===== src/rtl/fp_add_scheduler_if.sv =====
// fp_add_scheduler_if: requester, adder and status signals of the FP adder scheduler
interface fp_add_scheduler_if #(
    parameter int NUM_REQ = 4,
    parameter int DATA_W = 32
);
    logic hold;
    logic [NUM_REQ-1:0] req_valid;
    logic [NUM_REQ*DATA_W-1:0] req_a;
    logic [NUM_REQ*DATA_W-1:0] req_b;
    logic [NUM_REQ-1:0] req_ready;
    logic add_in_valid;
    logic [DATA_W-1:0] add_a;
    logic [DATA_W-1:0] add_b;
    logic add_out_valid;
    logic [DATA_W-1:0] add_result;
    logic [NUM_REQ-1:0] resp_valid;
    logic [DATA_W-1:0] resp_data;
    logic busy;
    logic err;

    modport slave (
        input hold, req_valid, req_a, req_b, add_out_valid, add_result,
        output req_ready, add_in_valid, add_a, add_b, resp_valid, resp_data, busy, err
    );

    modport master (
        output hold, req_valid, req_a, req_b, add_out_valid, add_result,
        input req_ready, add_in_valid, add_a, add_b, resp_valid, resp_data, busy, err
    );
endinterface


===== src/rtl/fp_add_scheduler.sv =====
// fp_add_scheduler: round-robin sharing of one pipelined FP adder among NUM_REQ requesters
module fp_add_scheduler #(
    parameter int NUM_REQ = 4,
    parameter int DATA_W = 32,
    parameter int LAT = 3
) (
    input logic clk,
    input logic rst,
    fp_add_scheduler_if.slave bus
);
    localparam int IW = (NUM_REQ > 1) ? $clog2(NUM_REQ) : 1;

    logic [IW-1:0] ptr;
    logic [IW-1:0] win;
    logic [IW-1:0] idx;
    logic found;
    logic [NUM_REQ-1:0] elig;
    logic [NUM_REQ-1:0] grant;
    logic [NUM_REQ-1:0] outstanding;
    logic [NUM_REQ-1:0] out_nxt;
    logic [NUM_REQ-1:0] ret_mask;
    logic [LAT:0] tag_v;
    logic [IW-1:0] tag_id [LAT+1];
    logic retire;

    assign elig = bus.req_valid & ~outstanding & {NUM_REQ{~bus.hold & ~rst}};
    assign grant = found ? (NUM_REQ'(1) << win) : '0;
    assign retire = tag_v[LAT];
    assign ret_mask = retire ? (NUM_REQ'(1) << tag_id[LAT]) : '0;
    assign out_nxt = (outstanding & ~ret_mask) | grant;
    assign bus.req_ready = grant;

    // first eligible requester searching upward from ptr with wraparound
    always_comb begin
        found = 1'b0;
        win = '0;
        idx = '0;
        for (int k = 0; k < NUM_REQ; k++) begin
            idx = (int'(ptr) + k >= NUM_REQ) ? IW'(int'(ptr) + k - NUM_REQ) : IW'(int'(ptr) + k);
            if (!found && elig[idx]) begin
                found = 1'b1;
                win = idx;
            end
        end
    end

    // issue, outstanding tracking, tag valid pipeline and retirement
    always_ff @(posedge clk) begin
        if (rst) begin
            ptr <= '0;
            outstanding <= '0;
            tag_v <= '0;
            bus.add_in_valid <= 1'b0;
            bus.add_a <= '0;
            bus.add_b <= '0;
            bus.resp_valid <= '0;
            bus.resp_data <= '0;
            bus.busy <= 1'b0;
            bus.err <= 1'b0;
        end else begin
            bus.add_in_valid <= found;
            if (found) begin
                bus.add_a <= bus.req_a[int'(win)*DATA_W +: DATA_W];
                bus.add_b <= bus.req_b[int'(win)*DATA_W +: DATA_W];
                ptr <= (int'(win) == NUM_REQ - 1) ? '0 : win + 1'b1;
            end
            outstanding <= out_nxt;
            bus.busy <= |out_nxt;
            tag_v <= {tag_v[LAT-1:0], found};
            bus.resp_valid <= bus.add_out_valid ? ret_mask : '0;
            if (retire && bus.add_out_valid)
                bus.resp_data <= bus.add_result;
            if (retire && !bus.add_out_valid)
                bus.err <= 1'b1;
        end
    end

    // requester ids travel alongside their valid bits; only the valid bits need reset
    always_ff @(posedge clk) begin
        tag_id[0] <= win;
        for (int k = 1; k <= LAT; k++)
            tag_id[k] <= tag_id[k-1];
    end
endmodule


===== src/flat_wrapper.sv =====
// flat-port wrapper written by rule: the top's interface ports become plain ports
module fp_add_scheduler_flat 
#(
    parameter int NUM_REQ = 4,
    parameter int DATA_W = 32,
    parameter int LAT = 3
)
  (clk, rst, bus_hold, bus_req_valid, bus_req_a, bus_req_b, bus_add_out_valid, bus_add_result, bus_req_ready, bus_add_in_valid, bus_add_a, bus_add_b, bus_resp_valid, bus_resp_data, bus_busy, bus_err);
  fp_add_scheduler_if #(.NUM_REQ(NUM_REQ), .DATA_W(DATA_W)) bus_i ();
  input logic clk;
  input logic rst;
  input wire logic [$bits(bus_i.hold)-1:0] bus_hold;
  input wire logic [$bits(bus_i.req_valid)-1:0] bus_req_valid;
  input wire logic [$bits(bus_i.req_a)-1:0] bus_req_a;
  input wire logic [$bits(bus_i.req_b)-1:0] bus_req_b;
  input wire logic [$bits(bus_i.add_out_valid)-1:0] bus_add_out_valid;
  input wire logic [$bits(bus_i.add_result)-1:0] bus_add_result;
  output wire logic [$bits(bus_i.req_ready)-1:0] bus_req_ready;
  output wire logic [$bits(bus_i.add_in_valid)-1:0] bus_add_in_valid;
  output wire logic [$bits(bus_i.add_a)-1:0] bus_add_a;
  output wire logic [$bits(bus_i.add_b)-1:0] bus_add_b;
  output wire logic [$bits(bus_i.resp_valid)-1:0] bus_resp_valid;
  output wire logic [$bits(bus_i.resp_data)-1:0] bus_resp_data;
  output wire logic [$bits(bus_i.busy)-1:0] bus_busy;
  output wire logic [$bits(bus_i.err)-1:0] bus_err;
  assign bus_i.hold = bus_hold;
  assign bus_i.req_valid = bus_req_valid;
  assign bus_i.req_a = bus_req_a;
  assign bus_i.req_b = bus_req_b;
  assign bus_i.add_out_valid = bus_add_out_valid;
  assign bus_i.add_result = bus_add_result;
  assign bus_req_ready = bus_i.req_ready;
  assign bus_add_in_valid = bus_i.add_in_valid;
  assign bus_add_a = bus_i.add_a;
  assign bus_add_b = bus_i.add_b;
  assign bus_resp_valid = bus_i.resp_valid;
  assign bus_resp_data = bus_i.resp_data;
  assign bus_busy = bus_i.busy;
  assign bus_err = bus_i.err;
  fp_add_scheduler #(.NUM_REQ(NUM_REQ), .DATA_W(DATA_W), .LAT(LAT)) u_core (.clk(clk), .rst(rst), .bus(bus_i));
endmodule

===== config.mk =====
export PLATFORM = sky130hd
export DESIGN_NAME = fp_add_scheduler_flat
export DESIGN_NICKNAME = d
export VERILOG_FILES = /design/src/rtl/fp_add_scheduler_if.sv /design/src/rtl/fp_add_scheduler.sv /design/src/flat_wrapper.sv
export SDC_FILE = /design/constraint.sdc
export NUM_CORES = 1
export LEC_CHECK = 0
export ABC_CLOCK_PERIOD_IN_PS = 4000
export BUFFER_PORTS_ARGS = -buffer_cell sky130_fd_sc_hd__buf_2
export CORE_AREA = 2 2 159 161
export CTS_BUF_LIST = sky130_fd_sc_hd__clkbuf_16
export CTS_CLUSTER_SIZE = 12
export DETAILED_ROUTE_END_ITERATION = 6
export DIE_AREA = 0 0 161 163
export GPL_ROUTABILITY_DRIVEN = 0
export PLACE_DENSITY = 0.6
export SLEW_MARGIN = 40
export SYNTH_ARGS = -nofsm -noshare
export SYNTH_HDL_FRONTEND = slang
export SYNTH_SLANG_ARGS = --single-unit

===== constraint.sdc =====
create_clock -name clk -period 4 [get_ports clk]
set_input_delay 0.8 -clock clk [delete_from_list [all_inputs] [get_ports clk]]
set_output_delay 0.8 -clock clk [all_outputs]
set_load 0.03 [all_outputs]

==> insert_results.sql <==
INSERT INTO impl_metrics (metric_group, metric, value, unit) VALUES
('final_layout', 'layout.cells.most_common_list', 'buf_2, nand2_1, mux2i_1, dfxtp_1, o221ai_1', ''),
('yosys', 'synthesized_netlist_cell_count', '585', ''),
('floorplanning', 'core_region_area', '24670', 'sq um'),
('final_layout', 'utilization', '34.18', '%'),
('floorplanning', 'effective_utilization_at_floorplan', '22.58', '%'),
('route', 'first_pass_iters', '4', ''),
('timing', 'endpoints_failing_setup', '0', ''),
('final_layout', 'antennaDiodeCount', '0', ''),
('timing', 'fmax', '277.1', 'MHz'),
('floorplanning', 'die_w', '161', 'um'),
('power_and_ir_drop', 'peakVddDrop', '0.0002013', 'V'),
('final_layout', 'num-nets-final', '1263', ''),
('yosys', 'synthDominantAreaCellType', 'dfxtp_1', ''),
('power_and_ir_drop', 'power.switching', '1.332', 'mW'),
('timing', 'hold_ws', '0.3170', 'ns'),
('floorplanning', 'std_cell_rows', '58', ''),
('clock_network', 'worst_setup_hold_path_clk_slew', '0.06', 'ns'),
('power_and_ir_drop', 'power.share.combinational', '25.2', '%'),
('timing', 'fin_crit', '3.609', 'ns'),
('yosys', 'yosys_most_used_dff', 'dfxtp_1', ''),
('clock_network', 'insertion_delay', '0.41', 'ns'),
('timing', 'slew_viol_final', '0', ''),
('route', 'totalWireLength', '19.37', 'mm'),
('placed_design', 'numPortBuffers', '402', ''),
('final_layout', 'instances_no_fill', '1309', ''),
('clock_network', 'cts-htree-levels', '4', ''),
('floorplanning', 'fp.dieH', '163', 'um'),
('floorplanning', 'fp.dieArea', '26240', 'sq um'),
('timing', 'timing.final.hold_violations', '0', ''),
('route', 'vias_per_cell', '4.458', ''),
('placed_design', 'dpl.hpwl', '14.85', 'mm'),
('clock_network', 'cts_max_path_buffers', '2', ''),
('critical_path', 'cp_max_fo', '8', ''),
('status', 'run_status', 'completed', ''),
('placed_design', 'placed_cells', '1277', ''),
('critical_path', 'endpoint_kind', 'output port', ''),
('global_routing', 'grt_first_pass_wirelength', '29.43', 'mm'),
('critical_path', 'worst_ep_arrival', '2.81', 'ns'),
('global_routing', 'global_route.peak_usage_layer', 'met2', ''),
('yosys', 'syn-num-nets', '882', ''),
('min_path', 'min_path_type', 'flop to flop', ''),
('yosys', 'synth_enable_flop_cells', '0', ''),
('final_layout', 'area_growth', '51.42', '%'),
('power_and_ir_drop', 'fin_total_pwr', '3.992', 'mW'),
('timing', 'fin_worst_skew', '0.01133', 'ns'),
('yosys', 'synth_sequential_area_ratio', '43.13', '%'),
('yosys', 'synth.ff_latch_count', '120', ''),
('clock_network', 'cts.hold.buffers_added', '0', ''),
('power_and_ir_drop', 'power_switching_share', '33.36', '%'),
('yosys', 'synthesis.area', '5570', 'sq um'),
('route', 'drt_drc_violations_left', '0', ''),
('global_routing', 'groute.layer.met2.usage', '25.50', '%'),
('global_routing', 'grt_start_max_net_pins', '78', ''),
('route', 'dr_total_vias', '5835', ''),
('route', 'drtAntennaViolNets', '0', ''),
('global_routing', 'number_of_global_route_vias_before_repair', '5759', ''),
('timing', 'timing.setup.tns', '0', 'ns'),
('yosys', 'postSynth.asyncResetShare', '0', '%'),
('clock_network', 'count_of_cells_resized_by_post_cts_repair', '0', ''),
('power_and_ir_drop', 'power.density', '473.3', 'nW/um^2'),
('timing', 'setup_repair_after_global_routing_missed_its_margin', 'false', ''),
('critical_path', 'crit_type', 'input pin to output port', ''),
('global_routing', 'grt_use_met3', '3.845', '%'),
('power_and_ir_drop', 'p_leak', '3.889', 'nW'),
('final_layout', 'layout.cells.most_common', 'buf_2', ''),
('power_and_ir_drop', 'pwr-share-seq', '35.7', '%'),
('global_routing', 'groute.layer.met1.usage', '16.53', '%'),
('global_routing', 'grt_overflow_total', '0', ''),
('timing', 'tightest_slew', '0.7915', 'ns'),
('clock_network', 'clock_sinks', '120', ''),
('yosys', 'synth.top_cell.area_share', '43.13', '%');
-- stage by stage --
step,worst slack (ns),area (sq um)
5_1_grt,0.2814,8434
4_1_cts,0.4278,8434
3_3_place_gp,0.4347,7840
3_5_place_dp,0.4298,7844
6_report,0.3907,8434
2_1_floorplan,0.4795,5570
-- routing by layer --
metal,up-vias,part of all wire (%)
li1,2902,-
met1,2661,42
met2,259,50
met3,13,7.2
met4,0,1.2
met5,-,0
-- cell families (layout without fill, tap and decap cells) --
logic type      after synthesis  in the layout  synth area share [%]
simple gates                165            165                 12.62
buf+inv                      53            447                 5.077
flops                       120            120                 43.13
mux                         130            130                 23.45
fa+ha+maj                     1              1                0.2246
compound gates              116            116                 15.50
-- worst max-delay path, stage by stage --
cell and delay [ns]:
buf_2 0.15, nor4b_2 0.53, o22ai_1 0.17, mux2_4 0.31, or2_2 0.30, inv_1 0.07, ha_1 0.12, and2_1 0.14
buf_2 0.21
-- area by class of cell --
cell class	count	area, sq um
fillers	2606	16240
inverters	5	18.77
clock buffers	17	425.4
multi-input cells	412	2913
clock inverters	15	165.2
flip-flops and latches	120	2402
repair buffers	410	2097
well taps	330	412.9
-- state kept, by name, summed over array words and instances (netlist names) --
register and flops:
u_core.outstanding 4, u_core.bus.resp_data 32, u_core.bus.busy 1, u_core.ptr 2, u_core.bus.resp_valid 4, u_core.bus.err 1, u_core.bus.add_b 32, u_core.tag_id 8
u_core.bus.add_a 32, u_core.tag_v 4
-- path summary, 6_finish.rpt --
kind / start / endpoint / slack, ns / cells after the start
hold / removal: u_core.tag_id[2][1]$_DFF_P_ / u_core.tag_id[3][1]$_DFF_P_ / 0.32 / 0
setup / recovery: rst / bus_req_ready[3] / 0.39 / 9
hold reg to reg: u_core.tag_id[2][1]$_DFF_P_ / u_core.tag_id[3][1]$_DFF_P_ / 0.32 / 0
setup reg to reg: u_core.outstanding[0]$_SDFF_PP0_ / u_core.bus.add_b[12]$_SDFFE_PP0P_ / 1.54 / 6
-- synth_stat cells (2+ instances only) --
| master | instances |
|---|---|
| a21oi_1 | 37 |
| o21ai_0 | 4 |
| inv_1 | 5 |
| buf_6 | 9 |
| buf_2 | 10 |
| o22a_1 | 2 |
| nand2_1 | 131 |
| and2_1 | 3 |
| nor2b_1 | 7 |
| o221ai_1 | 64 |
| nand2b_1 | 4 |
| o22ai_1 | 2 |
| nor3_1 | 2 |
| dfxtp_1 | 120 |
| mux2i_1 | 129 |
| buf_1 | 2 |
| clkbuf_1 | 26 |
| nor2_1 | 11 |
| nor4b_2 | 2 |
-- power by group through the flow --
stage	combinational [mW]	sequential (mW)	clock (mW)
final	1.01	1.43	1.56
after global routing	1.08	1.44	1.68
after CTS	1.02	1.43	1.63
after detailed placement	1.02	1.45	0
after global placement	1.01	1.45	0
after floorplan	0.361	1.71	0
No activity file was read; power rests on OpenSTA's default activity.
